$ cat config.mk
export PLATFORM = sky130hd
export DESIGN_NAME = i2c_scl_timer
export DESIGN_NICKNAME = d
export VERILOG_FILES = /design/src/rtl/i2c_scl_timer_pkg.sv /design/src/rtl/i2c_sync2.sv /design/src/rtl/i2c_scl_timer.sv
export SDC_FILE = /design/constraint.sdc
export NUM_CORES = 1
export LEC_CHECK = 0
export CORE_MARGIN = 8
export CORE_UTILIZATION = 36
export CTS_CLUSTER_DIAMETER = 60
export CTS_CLUSTER_SIZE = 10
export DETAILED_ROUTE_END_ITERATION = 16
export PLACE_DENSITY = 0.55
export SLEW_MARGIN = 5
export SYNTH_ARGS = -nofsm -noshare
export SYNTH_HDL_FRONTEND = slang
export SYNTH_SLANG_ARGS = --single-unit
export TNS_END_PERCENT = 100
$ cat constraint.sdc
create_clock -name clk -period 3.1 [get_ports clk]
set_input_delay 0.62 -clock clk [delete_from_list [all_inputs] [get_ports clk]]
set_output_delay 0.62 -clock clk [all_outputs]
set_load 0.1 [all_outputs]
$ cat src/rtl/i2c_scl_timer_pkg.sv
// -----------------------------------------------------------------------------
// i2c_scl_timer_pkg : shared state encoding and defaults for the SCL timer
// Revision 1.0
// -----------------------------------------------------------------------------
`default_nettype none

package i2c_scl_timer_pkg;

   typedef enum logic [2:0] {
      ST_IDLE      = 3'd0,
      ST_LOW1      = 3'd1,
      ST_LOW2      = 3'd2,
      ST_WAIT_HIGH = 3'd3,
      ST_HIGH1     = 3'd4,
      ST_HIGH2     = 3'd5
   } state_e;

   localparam int DEFAULT_QUARTER = 125;
   localparam int DEFAULT_TIMEOUT = 50000;
   localparam int SYNC_STAGES     = 2;

   // States whose duration is set by the quarter-period phase counter.
   function automatic logic is_timed(state_e s);
      return (s == ST_LOW1) || (s == ST_LOW2) || (s == ST_HIGH1) || (s == ST_HIGH2);
   endfunction

endpackage

`default_nettype wire

$ cat src/rtl/i2c_sync2.sv
// -----------------------------------------------------------------------------
// i2c_sync2 : multi-flop synchroniser for open-drain pad inputs, idles high
// Revision 1.0
// -----------------------------------------------------------------------------
`default_nettype none

module i2c_sync2
   import i2c_scl_timer_pkg::*;
#(
   parameter int   STAGES    = SYNC_STAGES,
   parameter logic RESET_VAL = 1'b1
) (
   input  logic clk,
   input  logic reset,
   input  logic d_i,
   output logic q_o
);

   logic [STAGES-1:0] sync_q;

   always_ff @(posedge clk) begin
      if (reset) begin
         sync_q <= {STAGES{RESET_VAL}};
      end else begin
         sync_q <= {sync_q[STAGES-2:0], d_i};
      end
   end

   assign q_o = sync_q[STAGES-1];

endmodule

`default_nettype wire

$ cat src/rtl/i2c_scl_timer.sv
// -----------------------------------------------------------------------------
// i2c_scl_timer : I2C master SCL generator with stretching, clock sync, timeout
// Revision 1.0
// -----------------------------------------------------------------------------
`default_nettype none

module i2c_scl_timer
   import i2c_scl_timer_pkg::*;
#(
   parameter int QUARTER = DEFAULT_QUARTER,
   parameter int CNT_W   = 16,
   parameter int TIMEOUT = DEFAULT_TIMEOUT
) (
   input  logic clk,
   input  logic reset,
   input  logic enable,
   input  logic scl_in,
   output logic scl_oe,
   output logic tick_change,
   output logic tick_rise,
   output logic tick_sample,
   output logic tick_fall,
   output logic stretching,
   output logic timeout,
   output logic busy
);

   localparam logic [CNT_W-1:0] CNT_LAST  = CNT_W'(QUARTER - 1);
   localparam logic [CNT_W-1:0] WAIT_LAST = CNT_W'(TIMEOUT - 1);
   localparam logic [CNT_W-1:0] STRETCH_MIN = CNT_W'(3);

   state_e           state_q, state_d;
   logic [CNT_W-1:0] cnt_q, cnt_d;
   logic [CNT_W-1:0] wait_cnt_q, wait_cnt_d;
   logic             scl_oe_q, scl_oe_d;
   logic             tick_change_q, tick_change_d;
   logic             tick_rise_q, tick_rise_d;
   logic             tick_sample_q, tick_sample_d;
   logic             tick_fall_q, tick_fall_d;
   logic             timeout_q, timeout_d;
   logic             scl_sync;
   logic             cnt_last;

   i2c_sync2 #(
      .STAGES    (SYNC_STAGES),
      .RESET_VAL (1'b1)
   ) u_scl_sync (
      .clk   (clk),
      .reset (reset),
      .d_i   (scl_in),
      .q_o   (scl_sync)
   );

   assign cnt_last = (cnt_q == CNT_LAST);

   always_comb begin
      state_d       = state_q;
      tick_change_d = 1'b0;
      tick_rise_d   = 1'b0;
      tick_sample_d = 1'b0;
      tick_fall_d   = 1'b0;
      timeout_d     = 1'b0;

      case (state_q)
         ST_IDLE: begin
            if (enable) state_d = ST_LOW1;
         end
         ST_LOW1: begin
            if (cnt_last) begin
               state_d       = ST_LOW2;
               tick_change_d = 1'b1;
            end
         end
         ST_LOW2: begin
            if (cnt_last) state_d = ST_WAIT_HIGH;
         end
         ST_WAIT_HIGH: begin
            // A rise seen on the last allowed cycle still counts as a rise.
            if (scl_sync) begin
               state_d     = ST_HIGH1;
               tick_rise_d = 1'b1;
            end else if (wait_cnt_q == WAIT_LAST) begin
               state_d   = ST_IDLE;
               timeout_d = 1'b1;
            end
         end
         ST_HIGH1: begin
            if (!scl_sync) begin
               state_d = ST_LOW1;
            end else if (cnt_last) begin
               state_d       = ST_HIGH2;
               tick_sample_d = 1'b1;
            end
         end
         ST_HIGH2: begin
            if (!scl_sync) begin
               state_d = ST_LOW1;
            end else if (cnt_last) begin
               state_d     = enable ? ST_LOW1 : ST_IDLE;
               tick_fall_d = 1'b1;
            end
         end
         default: state_d = ST_IDLE;
      endcase

      cnt_d      = ((state_d == state_q) && is_timed(state_q)) ? cnt_q + 1'b1 : '0;
      wait_cnt_d = ((state_d == ST_WAIT_HIGH) && (state_q == ST_WAIT_HIGH)) ? wait_cnt_q + 1'b1 : '0;

      // SCL is released during the final LOW2 cycle so the synchroniser latency
      // overlaps the low phase and a loopback bit takes 4*QUARTER+2 cycles.
      scl_oe_d = (state_d == ST_LOW1) || ((state_d == ST_LOW2) && (cnt_d != CNT_LAST));
   end

   always_ff @(posedge clk) begin
      if (reset) begin
         state_q       <= ST_IDLE;
         cnt_q         <= '0;
         wait_cnt_q    <= '0;
         scl_oe_q      <= 1'b0;
         tick_change_q <= 1'b0;
         tick_rise_q   <= 1'b0;
         tick_sample_q <= 1'b0;
         tick_fall_q   <= 1'b0;
         timeout_q     <= 1'b0;
      end else begin
         state_q       <= state_d;
         cnt_q         <= cnt_d;
         wait_cnt_q    <= wait_cnt_d;
         scl_oe_q      <= scl_oe_d;
         tick_change_q <= tick_change_d;
         tick_rise_q   <= tick_rise_d;
         tick_sample_q <= tick_sample_d;
         tick_fall_q   <= tick_fall_d;
         timeout_q     <= timeout_d;
      end
   end

   assign scl_oe      = scl_oe_q;
   assign tick_change = tick_change_q;
   assign tick_rise   = tick_rise_q;
   assign tick_sample = tick_sample_q;
   assign tick_fall   = tick_fall_q;
   assign timeout     = timeout_q;
   assign busy        = (state_q != ST_IDLE);
   assign stretching  = (state_q == ST_WAIT_HIGH) && (wait_cnt_q >= STRETCH_MIN) && !scl_sync;

endmodule

`default_nettype wire

Yosys cells after proc, flatten, opt, wreduce, memory -nomap -nowiden
Index checks and enable logic that the tools add are counted.
{ "word_totals": {"elab_cells": 64, "in_bits": 4, "ff_bits": 43, "out_inout_bits": 8} }
{ "op_classes": {"add_sub_neg": 2, "n_eq_ne": 12, "bitwise_logic": 5, "n_reduce_logical": 18, "n_lt_le_gt_ge": 1, "muxes": 16} }
{ "ops": {"columns": ["op", "n"], "rows": [
  ["16-bit by 1-bit adder with 16-bit output (second input constant)", 2],
  ["3-bit two-way mux", 9],
  ["3-bit case mux with 6 select lines", 1],
  ["16-bit == test (second input constant)", 1],
  ["16-bit by 7-bit == test with 1-bit output (second input constant)", 1],
  ["16-bit by 2-bit >= comparator with 1-bit output (second input constant)", 1],
  ["16-bit two-way mux", 1],
  ["16-bit by 7-bit inequality test with 1-bit output (second input constant)", 1],
  ["3-bit by 2-bit == test with 1-bit output (second input constant)", 4],
  ["2-bit OR reduction", 5],
  ["3-bit by 1-bit == test with 1-bit output (second input constant)", 2],
  ["3-bit == test (second input constant)", 2],
  ["1-bit logical AND", 5],
  ["1-bit two-way mux", 5],
  ["1-bit NOT", 5],
  ["1-bit logical OR", 4],
  ["3-bit == test", 1],
  ["3-bit logical NOT", 1],
  ["3-bit nonzero test", 1],
  ["3-bit OR reduction", 1],
  ["1-bit logical NOT", 1]
]} }

Logic depth before layout (Yosys ltp)
{ "logic_depth": {"depth_word": 10, "mapped_depth": 8, "depth_no_buf": 8} }

By module
Synthesis repeated with hierarchy kept, for this count alone.
{ "hier_totals": {"cells_unflattened": 247, "hier_area_um2": 2088.3} }
{ "modules_own_cells": {"columns": ["module", "area_each_um2", "seq_area_each_um2", "cells_per_inst", "n_inst"], "rows": [
  ["i2c_scl_timer", 2035.7, 820.8, 243, 1],
  ["i2c_sync2", 52.6, 40.0, 4, 1]
]} }

Worst setup path after synthesis
No wires, ideal clock.
{ "synth_timing": {"kind": "register -> output", "start": "reg wait_cnt_q[0]", "end": "out stretching", "n_path_buf": 0, "setup_slack_ns": 0.185, "path_stages_with_launch": 4, "arrival_time_ns": 2.295, "required_ns": 2.480, "path_cell_list": "dfxtp_1 ha_1 nor4_1 a31oi_1"} }
{ "synth_between": {"elab_chain_len": 3} }
{ "synth_rtl": {"columns": ["item", "line", "text"], "rows": [
  ["from (decl)", "i2c_scl_timer.sv:34", "logic [CNT_W-1:0] wait_cnt_q, wait_cnt_d;"],
  ["from (signal assigned)", "i2c_scl_timer.sv:128", "wait_cnt_q <= wait_cnt_d;"],
  ["16-bit by 2-bit >= comparator with 1-bit output", "i2c_scl_timer.sv:145", "assign stretching = (state_q == ST_WAIT_HIGH) && (wait_cnt_q >= STRETCH_MIN) && !scl_sync;"],
  ["1-bit logical AND (2 in series)", "i2c_scl_timer.sv:145", null],
  ["to (decl)", "i2c_scl_timer.sv:23", "output logic stretching,"]
]} }
Every way passes these cells.

Final worst setup path
{ "layout_timing": {"start": "reg state_q[1]", "end": "out stretching"} }
{ "layout_between": {"elab_chain_len": 3} }
{ "layout_rtl": {"columns": ["item", "line", "text"], "rows": [
  ["from (decl)", "i2c_scl_timer.sv:32", "state_e state_q, state_d;"],
  ["from (signal assigned)", "i2c_scl_timer.sv:126", "state_q <= state_d;"],
  ["3-bit by 2-bit == test with 1-bit output", "i2c_scl_timer.sv:145", null],
  ["1-bit logical AND (2 in series)", "i2c_scl_timer.sv:145", null]
]} }
Every way passes these cells.

==> summary.md <==
| Metric | Value |
|---|---|
| Outcome | `finished clean` |
| DR vias/cell | `5.02` |
| Clock power share | `35.9%` |
| Slew margin rel. | `57.1%` |
| Yosys cell types | `45` |
| Io pins | `12` |
| Post-synth top area cell | `dfxtp_1` |
| Ys async rst share | `0%` |
| Pint | `730 uW` |
| Worst EP arrival | `1.91 ns` |
| Startpoint types | `flip-flop` |
| DRT iter0 DRCs | `80` |
| Post-Syn Instances | `255` |
| Endpoint of the worst register-to-register path | `scl_oe` |
| Longest Clk Path Bufs | `2` |
| Hold Path End | `u_scl_sync.sync_q[1]` |
| Min Hold Slack | `0.423 ns` |
| Fmax | `0.395 GHz` |
| Initial Util | `36.4%` |
| Critical path type | `flip-flop to output port` |
| Final setup TNS | `0 ns` |
| MaxCap Viol Count | `0` |
| PwrDens | `410 nW/um^2` |
| Switching power | `226 uW` |
| CTS tree | `done` |
| Reg-to-reg slack, setup | `1.00 ns` |
| Post-CTS setup buffer count | `0` |
| Comb pwr share | `5.2%` |
| Mapped cell area | `2120 sq um` |
| Dpl cells | `331` |
| Synth Register Bits | `43` |
| HP Start | `u_scl_sync.sync_q[0]` |
| Clk Tree Root Cell | `clkbuf_8` |
| Lkg Pwr | `0.000749 uW` |
| Syn avg cell area | `8.30 sq um` |
| Chip Height | `92.7 um` |
| Final min period | `2.53 ns` |
| Clk slew on worst S/H paths | `0.08 ns` |
| CP Capture Type | `output port` |
| Flop pwr share | `58.9%` |
| Multi-input logic area | `1170 sq um` |
| Top post-synthesis cells by area | `dfxtp_1 (41%), nor2_1 (9.0%), xnor2_1 (8.3%), xor2_1 (4.1%), nand2_1 (3.7%)` |
| Layout area overhead | `10.2%` |
| Resize count post-CTS | `0` |
| CTS hold repair buffers | `0` |
| Total gr overflow | `0` |
| Top cell type's share of synthesized area | `40.7%` |
| Largest net degree at the start of global routing | `17` |
| Max VDD drop | `0.158 mV` |
| Via count | `1701` |
| RSZ-0062 raised after global routing | `false` |
| EDFF count, synth | `0` |
| Synth Flop Type | `dfxtp_1` |
| Port Buf Inserts | `11` |
| Final setup violation count | `0` |
| Vias in the first global route | `1629` |
| DRC | `0` |
| RD Place Congestion | `0.801` |
| RR Startpoint | `cnt_q[0]` |
| Final hold violation count | `0` |
| Share of cells above drive strength 1 | `8.71%` |
| Fin crit share | `81.7%` |
| Final WL | `4270 um` |
| Hold Path Depth | `1` |
| # clock sinks | `43` |
| Syn Nets | `262` |
| Antenna viol nets, final | `0` |
| Die X-Extent | `92.7 um` |
| Worst path required time | `2.48 ns` |
| Final clock skew | `0.00504 ns` |
| Ant diodes | `0` |
| 1st-pass router iterations | `4` |
| Reg2reg path depth | `7` |
| Reg area | `861 sq um` |
| Routed len/inst | `12.6 um` |
| Register area share after synthesis | `40.7%` |
| DP HPWL | `3020 um` |
| # H-tree levels | `2` |
| Antenna violations before repair | `0` |
| Clk_lat worst skew | `0.29 ns` |
| GRT Overall Usage | `10.9%` |
| Cell Rows | `28` |
| Crit Path Max Fanout | `12` |
| Fin nets | `270` |
| Slew @ Worst Pin | `0.642 ns` |
| Layout fillers | `626` |
| HP Class | `flip-flop to flip-flop` |
| Sw Share | `23.6%` |
| Yosys warning total | `0` |
| Post-Layout Cell Count | `339` |
| Die area | `8590 sq um` |
| CTS buffer count | `5` |
| First-pass GRT wire length | `7600 um` |
| Core area | `5820 sq um` |
| Slew Limit Fails | `0` |
[registers in the layout (all words and copies together) (netlist names)]
signal	count
scl_oe	1
tick_rise	1
timeout	1
state_q	3
tick_fall	1
wait_cnt_q	16
tick_change	1
cnt_q	16
u_scl_sync.sync_q	2
tick_sample	1
[worst max path at each step]
| stage | slack (ns) | cells past startpoint | start | endpoint |
|---|---|---|---|---|
| floorplan | 0.18 | 3 | wait_cnt_q[0] | stretching |
| global placement | 0.90 | 4 | state_q[1] | stretching |
| detailed placement | 0.88 | 4 | reset | cnt_q[2] |
| CTS | 0.56 | 4 | state_q[1] | stretching |
| global route | 0.44 | 4 | state_q[1] | stretching |
| finish | 0.57 | 4 | state_q[1] | stretching |
[layout make-up]
type	count	area share (%)
Sequential cell	43	36.9
Tap cell	75	4.02
Timing Repair Buffer	11	3.86
Clock buffer	7	3.27
Clock inverter	1	0.215
Inverter	10	1.61
Multi-Input combinational cell	192	50.1
[worst max-delay path, cell delays in order (launching register included)]
cell	delay (ns)
dfxtp_1	0.54
nor2b_1	0.34
nand3_1	0.21
a31oi_1	0.21
buf_4	0.32
[routing by layer]
layer | routed length [um] | GRT usage (%) | up-vias
met5 | 0 | 0 | -
met4 | 65 | 4.03 | 0
met3 | 195 | 3.48 | 6
met2 | 1830 | 16.7 | 34
met1 | 2180 | 14.0 | 775
li1 | - | - | 886
[logic make-up after synthesis]
kind of cell	share of synthesized area, %
XOR/XNOR	12.4
buffers and inverters	4.08
multiplexers	1.42
flip-flops	40.7
AND/OR/NAND/NOR	32.8
adder cells (fa/ha/maj)	1.77
AO/OA/AOI/OAI	6.86
[cell usage in the layout, fill, tap and decap left out, types with 2 or more instances in the layout]
cell type,count
a21oi_1,2
a31o_1,2
a31oi_1,2
and3_1,5
buf_4,8
clkbuf_1,2
clkbuf_8,5
clkdlybuf4s50_1,3
dfxtp_1,43
ha_1,3
inv_1,10
mux2i_1,3
nand2_1,21
nand2b_1,2
nand3_1,12
nand4_1,11
nor2_1,51
nor3_1,9
nor4_1,2
o211ai_1,2
o21ai_0,8
or2_2,3
or3_1,4
xnor2_1,20
xor2_1,10
[metrics by stage]
stage	util, %	total power [uW]	area (sq um)	setup slack [ns]
4_1_cts	40.1	974	2330	0.557
5_1_grt	40.1	1000	2330	0.437
6_report	40.1	956	2330	0.567
2_1_floorplan	-	613	2120	0.185
3_5_place_dp	38.7	626	2250	0.880
3_3_place_gp	38.7	626	2250	0.905
[cell usage after synthesis, drive strengths merged (2+ instances only)]
| library cell | n |
|---|---|
| nor2 | 51 |
| dfxtp | 43 |
| nand2 | 21 |
| xnor2 | 20 |
| nand3 | 12 |
| nand4 | 12 |
| inv | 10 |
| xor2 | 10 |
| nor3 | 9 |
| o21ai | 9 |
| clkbuf | 7 |
| and3 | 5 |
| nor4 | 4 |
| or3 | 4 |
| buf | 3 |
| ha | 3 |
| mux2i | 3 |
| or2 | 3 |
| a21oi | 2 |
| a31o | 2 |
| a31oi | 2 |
| nand2b | 2 |
| nor4b | 2 |
| o211ai | 2 |
| or4 | 2 |
[power groups by stage]
stage	logic [uW]	registers (uW)	clock network, uW
after detailed placement	50.0	576	0
after global placement	50.1	576	0
after CTS	50.4	563	360
final	50.1	563	343
after global routing	54.3	564	384
after floorplan	32.6	580	0
(Power assumes the default switching activity.)
